--- src/rtl/ws_seq_pkg.sv ---
// Shared types, register map and address decode for the ws2812b frame sequencer.
package ws_seq_pkg;

  localparam logic [3:0] ADDR_CTRL     = 4'd0;
  localparam logic [3:0] ADDR_PTR      = 4'd1;
  localparam logic [3:0] ADDR_DATA     = 4'd2;
  localparam logic [3:0] ADDR_LEN      = 4'd3;
  localparam logic [3:0] ADDR_PAL_BASE = 4'd4;

  localparam int CTRL_START    = 0;
  localparam int CTRL_LATCH_EN = 1;
  localparam int CTRL_ABORT    = 2;
  localparam int CTRL_AUTO_EN  = 3;

  typedef enum logic [1:0] {
    IDLE,
    LOAD,
    SEND
  } state_t;

  typedef logic [23:0] grb_t;
  typedef logic [1:0]  pal_idx_t;

  typedef struct packed {
    logic       hit;
    pal_idx_t   entry;
    logic [1:0] byte_sel;  // 0 = G, 1 = R, 2 = B
  } pal_sel_t;

  // Palette occupies addresses 4..15 as three consecutive bytes per entry.
  function automatic pal_sel_t decode_pal(input logic [3:0] addr);
    pal_sel_t   sel;
    logic [3:0] off;
    off          = addr - ADDR_PAL_BASE;
    sel.hit      = (addr >= ADDR_PAL_BASE);
    sel.entry    = pal_idx_t'(off / 4'd3);
    sel.byte_sel = 2'(off % 4'd3);
    return sel;
  endfunction

endpackage

--- src/rtl/ws2812b_frame_sequencer_if.sv ---
// Register bus plus pixel stream of the frame sequencer; the sequencer uses the slave side.
interface ws2812b_frame_sequencer_if;
  import ws_seq_pkg::*;

  logic [3:0] address;
  logic       data_write;
  logic [7:0] data_in;
  logic [7:0] data_out;
  grb_t       pix_data;
  logic       pix_valid;
  logic       pix_latch;
  logic       pix_ready;
  logic       busy;

  modport master (
    output address, data_write, data_in, pix_ready,
    input  data_out, pix_data, pix_valid, pix_latch, busy
  );

  modport slave (
    input  address, data_write, data_in, pix_ready,
    output data_out, pix_data, pix_valid, pix_latch, busy
  );

endinterface

--- src/rtl/ws_seq_palette.sv ---
// Four-entry GRB palette: byte writes and byte readback from the bus, full-word read by colour index.
module ws_seq_palette
  import ws_seq_pkg::*;
(
  input  logic       clk,
  input  logic       reset,
  input  logic       we,
  input  pal_idx_t   sel_entry,
  input  logic [1:0] sel_byte,
  input  logic [7:0] wdata,
  input  pal_idx_t   rd_idx,
  output grb_t       rd_grb,
  output logic [7:0] rd_byte
);

  grb_t pal [4];

  // NOTE: the palette must read 0 after reset, so this small array is built from resettable flops
  // rather than a RAM; non-blocking assignments keep every flop update race-free.
  always_ff @(posedge clk) begin
    if (reset) begin
      for (int k = 0; k < 4; k++) pal[k] <= '0;
    end else if (we) begin
      case (sel_byte)
        2'd0:    pal[sel_entry][23:16] <= wdata;
        2'd1:    pal[sel_entry][15:8]  <= wdata;
        default: pal[sel_entry][7:0]   <= wdata;
      endcase
    end
  end

  assign rd_grb = pal[rd_idx];

  // NOTE: assigning a default before the case keeps this purely combinational (no latch).
  always_comb begin
    rd_byte = pal[sel_entry][7:0];
    case (sel_byte)
      2'd0:    rd_byte = pal[sel_entry][23:16];
      2'd1:    rd_byte = pal[sel_entry][15:8];
      default: ;
    endcase
  end

endmodule

--- src/rtl/ws2812b_frame_sequencer.sv ---
// Streams LEN palette-indexed pixels to the ws2812b serializer with valid/ready and an end-of-frame latch.
// Optional auto-refresh timer is built only when WS_SEQ_AUTOREFRESH_EN is defined.
module ws2812b_frame_sequencer
  import ws_seq_pkg::*;
#(
  parameter int NUM_PIXELS     = 16,
  parameter int REFRESH_CYCLES = 64000
) (
  input logic                      clk,
  input logic                      reset,
  ws2812b_frame_sequencer_if.slave bus
);

  localparam int PTR_W = $clog2(NUM_PIXELS);
  localparam int LEN_W = PTR_W + 1;

  if (NUM_PIXELS < 2 || NUM_PIXELS > 64 || REFRESH_CYCLES < 2) begin : g_bad_cfg
    $error("ws2812b_frame_sequencer: NUM_PIXELS must be 2..64 and REFRESH_CYCLES >= 2");
  end

  state_t           state, state_next;
  logic [PTR_W-1:0] ptr, idx;
  logic [LEN_W-1:0] len;
  logic             latch_en, auto_en, auto_fire;
  pal_idx_t         buf_mem [NUM_PIXELS];
  grb_t             pix_data_q, pal_grb;
  logic [7:0]       pal_byte;
  pal_sel_t         pal_sel;
  logic             busy, idle, reg_wr, ctrl_wr, abort, start_cpu, start, xfer, last_pix;

  assign pal_sel   = decode_pal(bus.address);
  assign busy      = (state != IDLE);
  assign idle      = ~busy;
  // Configuration is frozen for the duration of a frame; only CTRL ABORT gets through.
  assign reg_wr    = bus.data_write & idle;
  assign ctrl_wr   = bus.data_write && (bus.address == ADDR_CTRL);
  assign abort     = ctrl_wr & bus.data_in[CTRL_ABORT];
  assign start_cpu = ctrl_wr & bus.data_in[CTRL_START];
  assign start     = idle & ~abort & (start_cpu | auto_fire) & (len != '0);
  assign xfer      = (state == SEND) & bus.pix_ready;
  assign last_pix  = ({1'b0, idx} == len - LEN_W'(1));

  always_comb begin
    state_next = state;
    case (state)
      IDLE:    if (start) state_next = LOAD;
      LOAD:    state_next = SEND;
      SEND:    if (bus.pix_ready) state_next = last_pix ? IDLE : LOAD;
      default: state_next = IDLE;
    endcase
    if (abort) state_next = IDLE;
  end

  always_ff @(posedge clk) begin
    if (reset) begin
      state      <= IDLE;
      idx        <= '0;
      pix_data_q <= '0;
    end else begin
      state <= state_next;
      if (start) idx <= '0;
      else if (xfer && !last_pix) idx <= idx + PTR_W'(1);
      if (state == LOAD) pix_data_q <= pal_grb;
    end
  end

  always_ff @(posedge clk) begin
    if (reset) begin
      ptr      <= '0;
      len      <= '0;
      latch_en <= 1'b0;
      for (int i = 0; i < NUM_PIXELS; i++) buf_mem[i] <= '0;
    end else if (reg_wr) begin
      case (bus.address)
        ADDR_CTRL: latch_en <= bus.data_in[CTRL_LATCH_EN];
        ADDR_PTR:  ptr <= PTR_W'(bus.data_in % NUM_PIXELS);
        ADDR_DATA: begin
          buf_mem[ptr] <= bus.data_in[1:0];
          ptr <= (ptr == PTR_W'(NUM_PIXELS - 1)) ? '0 : ptr + PTR_W'(1);
        end
        ADDR_LEN:  len <= (bus.data_in > 8'(NUM_PIXELS)) ? LEN_W'(NUM_PIXELS)
                                                         : LEN_W'(bus.data_in);
        default:   ;
      endcase
    end
  end

  ws_seq_palette u_palette (
    .clk       (clk),
    .reset     (reset),
    .we        (reg_wr & pal_sel.hit),
    .sel_entry (pal_sel.entry),
    .sel_byte  (pal_sel.byte_sel),
    .wdata     (bus.data_in),
    .rd_idx    (buf_mem[idx]),
    .rd_grb    (pal_grb),
    .rd_byte   (pal_byte)
  );

`ifdef WS_SEQ_AUTOREFRESH_EN
  logic [31:0] refresh_timer;
  logic        frame_end;

  assign frame_end = busy & (state_next == IDLE);
  assign auto_fire = (refresh_timer == '0) & auto_en;

  // The timer parks at 0 until the triggered frame ends and reloads it.
  always_ff @(posedge clk) begin
    if (reset) begin
      refresh_timer <= 32'(REFRESH_CYCLES - 1);
      auto_en       <= 1'b0;
    end else begin
      if (frame_end) refresh_timer <= 32'(REFRESH_CYCLES - 1);
      else if (idle && refresh_timer != '0) refresh_timer <= refresh_timer - 32'd1;
      if (reg_wr && bus.address == ADDR_CTRL) auto_en <= bus.data_in[CTRL_AUTO_EN];
    end
  end
`else
  assign auto_fire = 1'b0;
  assign auto_en   = 1'b0;
`endif

  always_comb begin
    bus.data_out = pal_byte;
    case (bus.address)
      ADDR_CTRL: bus.data_out = {busy, 3'b000, auto_en, 1'b0, latch_en, 1'b0};
      ADDR_PTR:  bus.data_out = 8'(ptr);
      ADDR_DATA: bus.data_out = {6'b0, buf_mem[ptr]};
      ADDR_LEN:  bus.data_out = 8'(len);
      default:   ;
    endcase
  end

  assign bus.pix_data  = pix_data_q;
  assign bus.pix_valid = (state == SEND);
  assign bus.pix_latch = (state == SEND) & latch_en & last_pix;
  assign bus.busy      = busy;

endmodule
--- src/flat_wrapper.sv ---
// flat-port wrapper written by rule: the top's interface ports become plain ports
module ws2812b_frame_sequencer_flat import ws_seq_pkg::*;
#(
  parameter int NUM_PIXELS     = 16,
  parameter int REFRESH_CYCLES = 64000
)
  (clk, reset, bus_address, bus_data_write, bus_data_in, bus_pix_ready, bus_data_out, bus_pix_data, bus_pix_valid, bus_pix_latch, bus_busy);
  ws2812b_frame_sequencer_if bus_i ();
  input logic clk;
  input logic reset;
  input wire logic [$bits(bus_i.address)-1:0] bus_address;
  input wire logic [$bits(bus_i.data_write)-1:0] bus_data_write;
  input wire logic [$bits(bus_i.data_in)-1:0] bus_data_in;
  input wire logic [$bits(bus_i.pix_ready)-1:0] bus_pix_ready;
  output wire logic [$bits(bus_i.data_out)-1:0] bus_data_out;
  output wire logic [$bits(bus_i.pix_data)-1:0] bus_pix_data;
  output wire logic [$bits(bus_i.pix_valid)-1:0] bus_pix_valid;
  output wire logic [$bits(bus_i.pix_latch)-1:0] bus_pix_latch;
  output wire logic [$bits(bus_i.busy)-1:0] bus_busy;
  assign bus_i.address = bus_address;
  assign bus_i.data_write = bus_data_write;
  assign bus_i.data_in = bus_data_in;
  assign bus_i.pix_ready = bus_pix_ready;
  assign bus_data_out = bus_i.data_out;
  assign bus_pix_data = bus_i.pix_data;
  assign bus_pix_valid = bus_i.pix_valid;
  assign bus_pix_latch = bus_i.pix_latch;
  assign bus_busy = bus_i.busy;
  ws2812b_frame_sequencer #(.NUM_PIXELS(NUM_PIXELS), .REFRESH_CYCLES(REFRESH_CYCLES)) u_core (.clk(clk), .reset(reset), .bus(bus_i));
endmodule
--- config.mk ---
export PLATFORM = sky130hd
export DESIGN_NAME = ws2812b_frame_sequencer_flat
export DESIGN_NICKNAME = d
export VERILOG_FILES = /design/src/rtl/ws_seq_pkg.sv /design/src/rtl/ws2812b_frame_sequencer_if.sv /design/src/rtl/ws_seq_palette.sv /design/src/rtl/ws2812b_frame_sequencer.sv /design/src/flat_wrapper.sv
export SDC_FILE = /design/constraint.sdc
export NUM_CORES = 1
export LEC_CHECK = 0
export BUFFER_PORTS_ARGS = -buffer_cell sky130_fd_sc_hd__buf_2
export CAP_MARGIN = 20
export CELL_PAD_IN_SITES_DETAIL_PLACEMENT = 0
export CELL_PAD_IN_SITES_GLOBAL_PLACEMENT = 1
export CORE_MARGIN = 2
export CORE_UTILIZATION = 50
export CTS_BUF_LIST = sky130_fd_sc_hd__clkbuf_16
export CTS_CLUSTER_DIAMETER = 60
export CTS_CLUSTER_SIZE = 10
export DETAILED_ROUTE_END_ITERATION = 7
export PLACE_DENSITY = 0.82
export REMOVE_ABC_BUFFERS = 1
export SLEW_MARGIN = 20
export SYNTH_ARGS = -nofsm -noshare
export SYNTH_HDL_FRONTEND = slang
export SYNTH_HIERARCHICAL = 1
export SYNTH_SLANG_ARGS = --single-unit
export TNS_END_PERCENT = 5
--- constraint.sdc ---
create_clock -name clk -period 4 [get_ports clk]
set_clock_uncertainty 0.05 [all_clocks]
set_input_delay 0 -clock clk [delete_from_list [all_inputs] [get_ports clk]]
set_output_delay 0 -clock clk [all_outputs]
set_load 0.02 [all_outputs]
======== After elaboration in Yosys (flattened, before gate mapping) ========
Memories as Yosys holds them, arrays and structs flattened. A register that Yosys moved wholly into a read port is not among the register bits.
Index checks and enable logic that the tools add are counted.
word-level totals
  bits in registers ....................... 16
  memory bits (writable) .................. 128
  input bits .............................. 16
  output and inout port bits .............. 35
  logic and storage cells ................. 92
  memories ................................ 2
cells by class
  add/subtract/negate cells ............... 4
  div/mod/pow operators ................... 2
  order comparisons ....................... 2
  eq/ne operators ......................... 10
  mux-type cells .......................... 37
  bitwise operators ....................... 12
  reductions and logical operators ........ 18
memory list
  name                  depth  bits a word  rd ports  clocked after memory_dff  wr ports  line                           text
  u_core.u_palette.pal  4      24           2         1                         4         ws_seq_palette.sv:16           grb_t pal [4];
  u_core.buf_mem        16     2            2         2                         16        ws2812b_frame_sequencer.sv:25  pal_idx_t buf_mem [NUM_PIXELS];
operators with widths
  kind                                                           count
  one-hot mux 8 bit (4 select lines)                             1
  two-way mux 24 bit                                             1
  two-way mux 4 bit                                              6
  OR reduction 24 bit                                            1
  two-way mux 1 bit                                              20
  one-hot mux 8 bit (2 select lines)                             1
  bitwise AND 1 bit                                              10
  adder 4 x 1 -> 4 bit, second input constant                    2
  equality test 4 x 2 -> 1 bit, second input constant            2
  greater-than comparator 8 x 5 -> 1 bit, second input constant  1
  two-way mux 2 bit                                              4
  one-hot mux 4 bit (2 select lines)                             1
  AND reduction 2 bit                                            4
  OR reduction 2 bit                                             4
  one-hot mux 2 bit (3 select lines)                             1
  equality test 4 x 5 -> 1 bit                                   1
  two-way mux 5 bit                                              1
  nonzero test 5 bit                                             1
  subtractor 5 x 1 -> 5 bit, second input constant               1
  divider 4 x 2 -> 4 bit, second input constant                  1
  equality test 2 x 1 -> 1 bit, second input constant            2
  equality test 4 x 1 -> 1 bit, second input constant            1
  equality test 4 bit, second input constant                     1
  >= comparator 4 x 3 -> 1 bit, second input constant            1
  12 further kinds                                               16

======== Longest topological paths before layout ========
Gate-level depths: netlist of run 1.
  depth after elaboration ................. 10
  depth in mapped cells ................... 17
  depth with buffers taken out ............ 15

======== Modules after synthesis ========
The synthesis of run 1 kept the hierarchy.
modules (own cells, without submodules)
  module                   instances  cells an instance  area each (sq um)  seq. area each (sq um)
  ws_seq_palette           1          331                4898.4             2882.8
  ws2812b_frame_sequencer  1          429                4164.0             1921.8

======== Worst setup path before layout of run 1 ========
No wires, ideal clock.
  kind .................................... input -> output
  start point ............................. input port bus_address[2]
  end point ............................... output port bus_data_out[4]
  arrival time ............................ 2822 ps
  setup slack ............................. 1128 ps
  stages .................................. 14
  buffers on the path ..................... 2
  path through ............................ inv_1 > ha_1 > xnor2_1 > ha_1 > nand3_1 > o21ai_0 > ha_1 > nor2_1 > mux2_2 > buf_2 > buf_1 > o31ai_2 > inv_1 > o21ai_0
RTL lines
  item         line                text
  from (decl)  flat_wrapper.sv:11  input wire logic [$bits(bus_i.address)-1:0] bus_address;
  to (decl)    flat_wrapper.sv:15  output wire logic [$bits(bus_i.data_out)-1:0] bus_data_out;

==> results of run 1 <==
what timing repair did:
item                      CTS  global route
hold endpoints to repair   10             0
setup buffers               0             0
hold buffers               12             0
area by class of cell:
class	count	area, sq um
clock buffer	17	425
multi-input combinational	511	3940
tap	229	287
sequential	176	4800
fill	1476	7750
timing repair buffer	69	430
clock inverter	15	173
inverter	25	93.8
stage by stage:
stage,worst slack (ps),hold slack [ps],setup TNS [ps],instances
2_1_floorplan,-126,19.1,-3150,712
6_report,403,51.2,0,1042
3_5_place_dp,220,256,0,998
3_3_place_gp,326,252,0,997
4_1_cts,379,26.7,0,1042
5_1_grt,29.0,107,0,1042
sequential cells by signal, summed over array words and instances (netlist names), named ones only:
register              cells
u_core/buf_mem           32
u_core/bus.pix_data      24
u_core/idx                4
u_core/latch_en           1
u_core/len                5
u_core/ptr                4
u_core/state              2
u_core/u_palette/pal     96
layer usage:
metal	vias to the layer above	part of all wire	global-route usage
met4	0	0.026	0.0803
met1	3259	0.42	0.343
li1	2886	-	-
met3	40	0.073	0.0494
met2	290	0.48	0.397
met5	-	0	0
tightest hold or removal path, stage by stage:
cell and delay [ps]:
buf_2 110, nor4_1 120, a211oi_1 240
where the power goes:
group / leakage, nW / switching, mW / internal [mW] / total [mW]
clock network: 0.299 / 0.745 / 0.945 / 1.69
registers: 1.71 / 0.0421 / 2.02 / 2.06
logic: 1.66 / 0.404 / 0.262 / 0.666
cells in the final DEF, fill, tap and decap left out, types with 3 or more instances in the layout:
cell,instances
nand3b_2,3
nor2_1,118
nor3b_1,3
a22o_1,8
nand3_2,3
a21boi_0,5
buf_2,50
a211oi_1,4
inv_8,5
nor2b_1,14
mux2_2,19
clkbuf_16,17
inv_6,4
xnor2_1,5
mux4_2,50
o31ai_2,8
o21bai_1,17
ha_1,12
mux2i_1,26
nand2b_1,13
inv_1,26
a21oi_1,32
dfxtp_1,48
edfxtp_1,128
o21ai_0,11
dlygate4sd3_1,12
nand3_1,21
buf_4,6
nand2_1,89
o22ai_1,11
cell families (layout without fill, tap and decap cells):
| group | Yosys count | count (layout) | synth area share |
|---|---|---|---|
| AND/OR/NAND/NOR | 286 | 286 | 0.146 |
| XOR/XNOR | 7 | 7 | 0.00677 |
| AO/OA/AOI/OAI | 111 | 111 | 0.0879 |
| multiplexers | 95 | 95 | 0.177 |
| flip-flops | 176 | 176 | 0.530 |
| buffers and inverters | 73 | 126 | 0.0360 |
| adder cells (fa/ha/maj) | 12 | 12 | 0.0166 |
how the worst max path moves through the flow:
stage,depth (start not counted),endpoint,slack [ps]
after floorplan,13,bus_data_out[4],-130
after global placement,12,u_core/u_palette/pal[2][8],330
after detailed placement,12,u_core/u_palette/pal[2][12],220
after CTS,16,bus_data_out[0],380
after global routing,16,bus_data_out[0],30
final,16,bus_data_out[0],400
==> results.py, run 1 <==
metrics = {
    "global_route": {
        "grt_start_max_net_pins": 48,
        "first_global_vias": 6381,
        "track_usage": 0.247,
        "grt_overflow_total": 0,
        "grt_pass1_wl_mm": 36.3,
        "antenna_found_initial": 0,
    },
    "min_path": {
        "holdPathStages": 3,
        "hold_path_class": "primary input to flip-flop",
        "hold_start": "bus_data_in[4]",
        "whs_endpoint": "u_core/len[4]",
    },
    "placed_design": {
        "numPortBuffers": 50,
        "post-dp-hpwl_mm": 16.4,
        "globalplace.congestion": 0.860,
        "postPlaceCellArea_sq_um": 9430,
    },
    "run": {
        "max_cap_viol_count": 0,
    },
    "die": {
        "core_area_sq_um": 17900,
        "start_util": 0.506,
        "die_area_sq_um": 19200,
        "io_pins": 51,
        "die_h_microns": 139,
        "die_w_microns": 139,
        "row_count": 49,
    },
    "setup_path": {
        "crit_chain": "buf_2 -> inv_1 -> ha_1 -> xnor2_1 -> ha_1 -> nand3_1 -> o21ai_0 -> ha_1 -> nor2_1 -> xnor2_1 -> nor2b_1 -> a22o_1 -> o31ai_2 -> nor2_1 -> a21oi_1 -> buf_2",
        "cp_max_fo": 12,
        "slowest_stage": "xnor2_1",
        "ff2ff_path_depth": 5,
        "timing.critical_path.from": "bus_address[2]",
        "cp_data_arrival_time_ps": 3550,
        "end_kind": "primary output",
        "worstPathRequired_ps": 3950,
        "crit_top_cell": "ha_1",
        "timing.rr.end": "u_core/bus.pix_data[8]",
        "start_kind": "primary input",
        "criticalPathCategory": "primary input to primary output",
        "r2r_setup_slack_ps": 760,
        "path_buf_inv": 3,
        "cpLargestDelayFamily": "XOR/XNOR gates",
        "slowest_delay_ps": 800,
    },
    "layout": {
        "area_growth_pct": 12.0,
        "layout.nets": 828,
        "drive_gt1_frac": 0.224,
        "final_util": 0.567,
        "n_antenna_cell": 0,
        "fin_area_sq_um": 10200,
    },
    "yosys": {
        "synth_most_common_cell": "edfxtp_1",
        "syn_area_sq_um": 9060,
        "synth_top_area_frac": 0.424,
        "ys_seq_elements": 176,
        "async_reset_ff_frac": 0,
        "synth.distinct_cells": 60,
        "seq_area_frac_synth": 0.530,
        "yosys_warnings": 6,
        "synth_edf_count": 128,
        "ys.flop_type": "edfxtp_1",
        "yosysTopAreaCell": "edfxtp_1",
        "synth_top_cells_by_count": "edfxtp_1, nor2_1, nand2_1",
        "synth.area.top_cells": "edfxtp_1, mux4_2, dfxtp_1",
        "syn_area_per_cell_sq_um": 11.9,
        "syn_inst": 760,
    },
    "timing": {
        "fin_crit_sh": 0.899,
        "slew_headroom": 0.303,
        "min_period_ps": 3600,
        "drv_slew": 0,
        "hold_violations": 0,
        "worst_pin_slew_ps": 1040,
        "rsz0062_at_grt": "false",
        "max_freq_ghz": 0.278,
        "setup_viol": 0,
    },
    "clocking": {
        "cts_tree": "yes",
        "clock_latency_ps": 430,
        "cts_root_buf": "clkbuf_16",
        "htree_levels": 4,
        "numCtsBuffers": 17,
        "post_cts_resized": 0,
        "clk_pin_slew_ps": 70,
        "cts.sinks": 176,
        "ctsLongestPathBuffers": 2,
    },
    "power_and_ir_drop": {
        "pwr_density_cell_nw_per_um2": 435,
        "p_total_mw": 4.42,
        "peakVddDrop_uv": 278,
        "leakage_nw": 3.67,
    },
    "routing": {
        "viasPerCell": 6.21,
        "avgRoutedWirePerCell_microns": 22.6,
        "first_pass_iters": 5,
        "vias": 6475,
        "ant_nets": 0,
        "wirelength_mm": 23.5,
        "initialDrtViolationCount": 681,
        "remaining_drc_errors": 0,
    },
    "run_status": {
        "outcome": "finished clean",
    },
}
Note: power is estimated with default switching activity, not from simulation.
==> inputs of run 2 (changes only) <==
--- a/config.mk
+++ b/config.mk
@@ -5,17 +5,16 @@
 export SDC_FILE = /design/constraint.sdc
 export NUM_CORES = 1
 export LEC_CHECK = 0
-export BUFFER_PORTS_ARGS = -buffer_cell sky130_fd_sc_hd__buf_2
 export CAP_MARGIN = 20
 export CELL_PAD_IN_SITES_DETAIL_PLACEMENT = 0
 export CELL_PAD_IN_SITES_GLOBAL_PLACEMENT = 1
 export CORE_MARGIN = 2
-export CORE_UTILIZATION = 50
+export CORE_UTILIZATION = 45
 export CTS_BUF_LIST = sky130_fd_sc_hd__clkbuf_16
-export CTS_CLUSTER_DIAMETER = 60
 export CTS_CLUSTER_SIZE = 10
 export DETAILED_ROUTE_END_ITERATION = 7
-export PLACE_DENSITY = 0.82
+export DONT_BUFFER_PORTS = 1
+export PLACE_DENSITY = 0.72
 export REMOVE_ABC_BUFFERS = 1
 export SLEW_MARGIN = 20
 export SYNTH_ARGS = -nofsm -noshare
==> run 2 against run 1 <==
Net effect: register-to-register slack got worse by 440 ps; cell count barely moved; die area rose by 11%; critical path depth fell by 10; setup slack got worse by 82 ps; largest cell class unchanged; hold slack got worse by 20 ps; highest routed layer unchanged; sequential cell count did not move; critical endpoint is now u_core/bus.pix_data[14].
==> results.py, run 2 (synthesis gave the netlist of run 1 again) <==
metrics = {
    "run_status": {
        "outcome": "finished clean",
    },
    "routing": {
        "viasPerCell": 6.05,
        "wirelength_mm": 24.6,
        "remaining_drc_errors": 0,
        "first_pass_iters": 8,
        "vias": 6294,
        "avgRoutedWirePerCell_microns": 23.7,
        "ant_nets": 0,
        "initialDrtViolationCount": 617,
    },
    "global_route": {
        "grt_pass1_wl_mm": 37.6,
        "first_global_vias": 6228,
        "antenna_found_initial": 0,
        "grt_overflow_total": 0,
        "track_usage": 0.235,
        "grt_start_max_net_pins": 55,
    },
    "clocking": {
        "clk_pin_slew_ps": 70,
        "ctsLongestPathBuffers": 2,
        "cts_hold_buf": 23,
        "numCtsBuffers": 17,
        "clock_latency_ps": 420,
        "cts_root_buf": "clkbuf_16",
        "post_cts_resized": 0,
        "htree_levels": 4,
        "cts.sinks": 176,
        "cts_tree": "yes",
        "post_cts_buffers": 0,
    },
    "power_and_ir_drop": {
        "peakVddDrop_uv": 247,
        "p_total_mw": 4.38,
        "leakage_nw": 3.50,
        "pwr_density_cell_nw_per_um2": 435,
    },
    "layout": {
        "final_common_cell": "edfxtp_1",
        "n_antenna_cell": 0,
        "drive_gt1_frac": 0.171,
        "final_cell_mix": "edfxtp_1, nor2_1, nand2_1",
        "fin_area_sq_um": 10100,
        "final_util": 0.514,
        "largest_reg_flops": 96,
        "largest-register": "u_core/u_palette/pal",
        "layout.nets": 791,
        "area_growth_pct": 11.1,
        "instances_no_fill": 1041,
    },
    "timing": {
        "fin_crit_sh": 0.920,
        "max_freq_ghz": 0.272,
        "slew_headroom": 0.333,
        "rsz0062_at_grt": "false",
        "min_period_ps": 3680,
        "fin_ws_ps": 321,
        "setup_viol": 0,
        "worst_pin_slew_ps": 993,
        "drv_slew": 0,
        "hold_violations": 0,
        "holdWs_ps": 31.4,
        "tns_ps": 0,
    },
    "setup_path": {
        "cp_max_fo": 24,
        "criticalPathCategory": "flip-flop to flip-flop",
        "start_kind": "flip-flop",
        "end_kind": "flip-flop",
        "worstPathRequired_ps": 4260,
        "cp_data_arrival_time_ps": 3940,
    },
    "die": {
        "die_h_microns": 146,
        "die_area_sq_um": 21300,
        "die_w_microns": 146,
        "core_area_sq_um": 19600,
        "io_pins": 51,
        "row_count": 51,
        "start_util": 0.463,
    },
    "placed_design": {
        "globalplace.congestion": 0.864,
        "dpl.cell_count": 986,
        "postPlaceCellArea_sq_um": 9230,
        "numPortBuffers": 0,
        "preCtsSetupSlack_ps": 509,
        "post-dp-hpwl_mm": 16.7,
    },
    "min_path": {
        "hold_path_class": "primary input to flip-flop",
    },
    "run": {
        "max_cap_viol_count": 0,
    },
}
## run 2: cell count changes in the layout (fill, tap and decap cells not counted), moves of 2 or more
cell and change:
buf_2 -50, inv_8 -2, buf_4 +3, dlygate4sd3_1 +10
## run 2: area by class of cell
cell class              instances  area (sq um)
fillers                      1764          9520
clock inverters                15           159
repair buffers                 32           315
well taps                     265           332
clock buffers                  17           425
flip-flops and latches        176          4800
multi-input cells             511          3940
inverters                      25          93.8
## run 2: final timing paths
path,start,endpoint,slack (ps),cells past startpoint
max,flip-flop,u_core/bus.pix_data[14],320,6
min,reset,u_core/u_palette/pal[2][10],30,1
max reg2reg,flip-flop,u_core/bus.pix_data[14],320,6
min reg2reg,u_core/latch_en,u_core/latch_en,500,2
## run 2: critical path: stages, from the launching register on
cell and delay, ps:
dfxtp_1 670, mux4_2 600, mux4_2 880, mux4_2 620
nand2_1 90, a21oi_1 60, dlygate4sd3_1 560
## run 2: where the power goes
group | switching (mW) | total [mW] | internal [mW]
clock | 0.727 | 1.66 | 0.932
sequential | 0.0452 | 2.07 | 2.02
combinational | 0.398 | 0.652 | 0.254
total | 1.17 | 4.38 | 3.21
## run 2: per-layer routing
layer | wire length (microns) | GRT usage | vias up
met3 | 2260 | 0.0567 | 28
met1 | 10300 | 0.328 | 3135
met2 | 11600 | 0.367 | 323
met4 | 461 | 0.0706 | 0
li1 | - | - | 2808
met5 | 0 | 0 | -
==> inputs of run 3 (changes only) <==
--- a/config.mk
+++ b/config.mk
@@ -9,12 +9,12 @@
 export CELL_PAD_IN_SITES_DETAIL_PLACEMENT = 0
 export CELL_PAD_IN_SITES_GLOBAL_PLACEMENT = 1
 export CORE_MARGIN = 2
-export CORE_UTILIZATION = 45
+export CORE_UTILIZATION = 50
 export CTS_BUF_LIST = sky130_fd_sc_hd__clkbuf_16
 export CTS_CLUSTER_SIZE = 10
 export DETAILED_ROUTE_END_ITERATION = 7
 export DONT_BUFFER_PORTS = 1
-export PLACE_DENSITY = 0.72
+export PLACE_DENSITY = 0.79
 export REMOVE_ABC_BUFFERS = 1
 export SLEW_MARGIN = 20
 export SYNTH_ARGS = -nofsm -noshare
==> run 3 against run 2 <==
Net effect: clock power hardly changed; combinational power hardly changed; total power is 0.46% lower; maximum frequency is 2.3% higher; critical path type unchanged; hold slack worse by 9.7 ps.
==> results.py, run 3 (synthesis gave the netlist of run 1 again) <==
metrics = {
    "run_status": {
        "outcome": "finished clean",
    },
    "clocking": {
        "cts.sinks": 176,
        "post_cts_buffers": 0,
        "ctsLongestPathBuffers": 2,
        "clk_pin_slew_ps": 70,
        "cts_root_buf": "clkbuf_16",
        "numCtsBuffers": 17,
        "htree_levels": 4,
        "cts_tree": "yes",
        "clock_latency_ps": 430,
    },
    "layout": {
        "layout.nets": 792,
        "final_common_cell": "edfxtp_1",
        "largest-register": "u_core/u_palette/pal",
        "multi_input_area_sq_um": 3940,
        "n_fill_cell": 1508,
        "final_cell_mix": "edfxtp_1, nor2_1, nand2_1",
        "largest_reg_flops": 96,
        "area_growth_pct": 10.6,
        "seq_area_sq_um": 4800,
        "n_antenna_cell": 0,
        "final_util": 0.560,
        "drive_gt1_frac": 0.176,
    },
    "setup_path": {
        "worstPathRequired_ps": 4280,
        "start_kind": "flip-flop",
        "slowest_delay_ps": 870,
        "cp_data_arrival_time_ps": 3870,
        "slowest_stage": "mux4_2",
        "end_kind": "flip-flop",
        "timing.rr.end": "u_core/bus.pix_data[6]",
        "criticalPathCategory": "flip-flop to flip-flop",
        "crit_top_cell": "mux4_2",
        "r2r_setup_slack_ps": 400,
        "crit_chain": "mux4_2 -> mux4_2 -> mux4_2 -> nand2_1 -> a21oi_1 -> dlygate4sd3_1",
        "cp_max_fo": 24,
        "ff2ff_path_depth": 6,
    },
    "power_and_ir_drop": {
        "p_total_mw": 4.36,
        "leakage_nw": 3.49,
        "peakVddDrop_uv": 299,
        "pwr_density_cell_nw_per_um2": 435,
        "p_sw_frac": 0.275,
        "switching_power_mw": 1.20,
        "p_int_mw": 3.16,
        "seqPwrFrac": 0.475,
        "pwr-share-comb": 0.150,
        "clkPwrFrac": 0.375,
    },
    "die": {
        "core_area_sq_um": 17900,
        "start_util": 0.506,
        "row_count": 49,
        "io_pins": 51,
        "die_area_sq_um": 19200,
        "die_h_microns": 139,
        "die_w_microns": 139,
    },
    "min_path": {
        "holdPathStages": 1,
        "hold_start": "reset",
        "hold_path_class": "primary input to flip-flop",
        "whs_endpoint": "u_core/u_palette/pal[2][18]",
    },
    "run": {
        "max_cap_viol_count": 0,
    },
    "timing": {
        "max_freq_ghz": 0.278,
        "fin_crit_sh": 0.899,
        "rsz0062_at_grt": "false",
        "slew_headroom": 0.376,
        "hold_violations": 0,
        "worst_pin_slew_ps": 937,
        "min_period_ps": 3600,
        "setup_viol": 0,
        "drv_slew": 0,
    },
    "placed_design": {
        "post-dp-hpwl_mm": 16.3,
        "globalplace.congestion": 0.937,
        "numPortBuffers": 0,
    },
    "routing": {
        "viasPerCell": 6.24,
        "ant_nets": 0,
        "wirelength_mm": 23.8,
        "vias": 6282,
        "first_pass_iters": 5,
        "avgRoutedWirePerCell_microns": 23.6,
        "remaining_drc_errors": 0,
        "initialDrtViolationCount": 665,
    },
    "global_route": {
        "grt_start_max_net_pins": 54,
        "first_global_vias": 6148,
        "track_usage": 0.251,
        "antenna_found_initial": 1,
        "grt_pass1_wl_mm": 36.3,
        "grt_overflow_total": 0,
    },
}
run 3: changes by cell type in the layout (fill, tap and decap cells not counted):
cell / before / now
nor2b_4: 0 / 1
buf_4: 9 / 11
bufinv_16: 2 / 1
inv_8: 3 / 4
inv_1: 26 / 25
clkinvlp_4: 1 / 3
clkinv_1: 1 / 0
dlygate4sd3_1: 22 / 21
clkinv_4: 1 / 2
clkinv_2: 3 / 2
nor2b_2: 1 / 0
run 3: cell type report:
cell class	instances	area share
Clock inverter	15	0.0151
Tap cell	229	0.0286
Clock buffer	17	0.0424
Multi-Input combinational cell	511	0.393
Timing Repair Buffer	33	0.0320
Inverter	25	0.00936
Sequential cell	176	0.479
run 3: through the flow:
stage	hold slack, ps	setup TNS (ps)	setup slack (ps)	instances	instance area (sq um)
floorplan	19.1	-3150	-126	712	8830
global placement	29.9	0	549	952	9200
detailed placement	32.7	0	377	952	9210
CTS	4.77	0	341	1006	10000
global route	45.9	0	183	1006	10000
finish	21.7	0	402	1006	10000
run 3: metal layers:
metal,routed length (microns),global-route usage,up-vias
met5,0,0,-
li1,-,-,2806
met1,9890,0.343,3161
met2,11600,0.411,283
met4,376,0.0723,0
met3,1900,0.0525,32
run 3: worst max-delay path by stage:
stage / from / slack, ps / cells past startpoint / endpoint
floorplan: bus_address[2] / -130 / 13 / bus_data_out[4]
global placement: bus_address[2] / 550 / 11 / u_core/u_palette/pal[2][11]
detailed placement: bus_address[2] / 380 / 11 / u_core/u_palette/pal[2][11]
CTS: flip-flop / 340 / 6 / u_core/bus.pix_data[6]
global route: flip-flop / 180 / 6 / u_core/bus.pix_data[6]
finish: flip-flop / 400 / 6 / u_core/bus.pix_data[6]
run 3: what timing repair did:
item                       CTS  global route
setup endpoints to repair    0             0
hold endpoints to repair   135             0
resized for setup            0             0
hold buffers                22             0
run 3: power groups by stage:
stage	clock [mW]	sequential, mW	combinational (mW)
final	1.63	2.07	0.655
after global routing	1.73	2.07	0.689
after CTS	1.65	2.07	0.645
after detailed placement	0	2.11	0.617
after global placement	0	2.10	0.610
after floorplan	0	2.08	0.454
run 3: worst max-delay path: cells and delay by family (launching register included):
family,cells,cell delay (ps)
buf+inv,1,550
mux,3,2050
compound gates,1,60
simple gates,1,80
flops,1,680
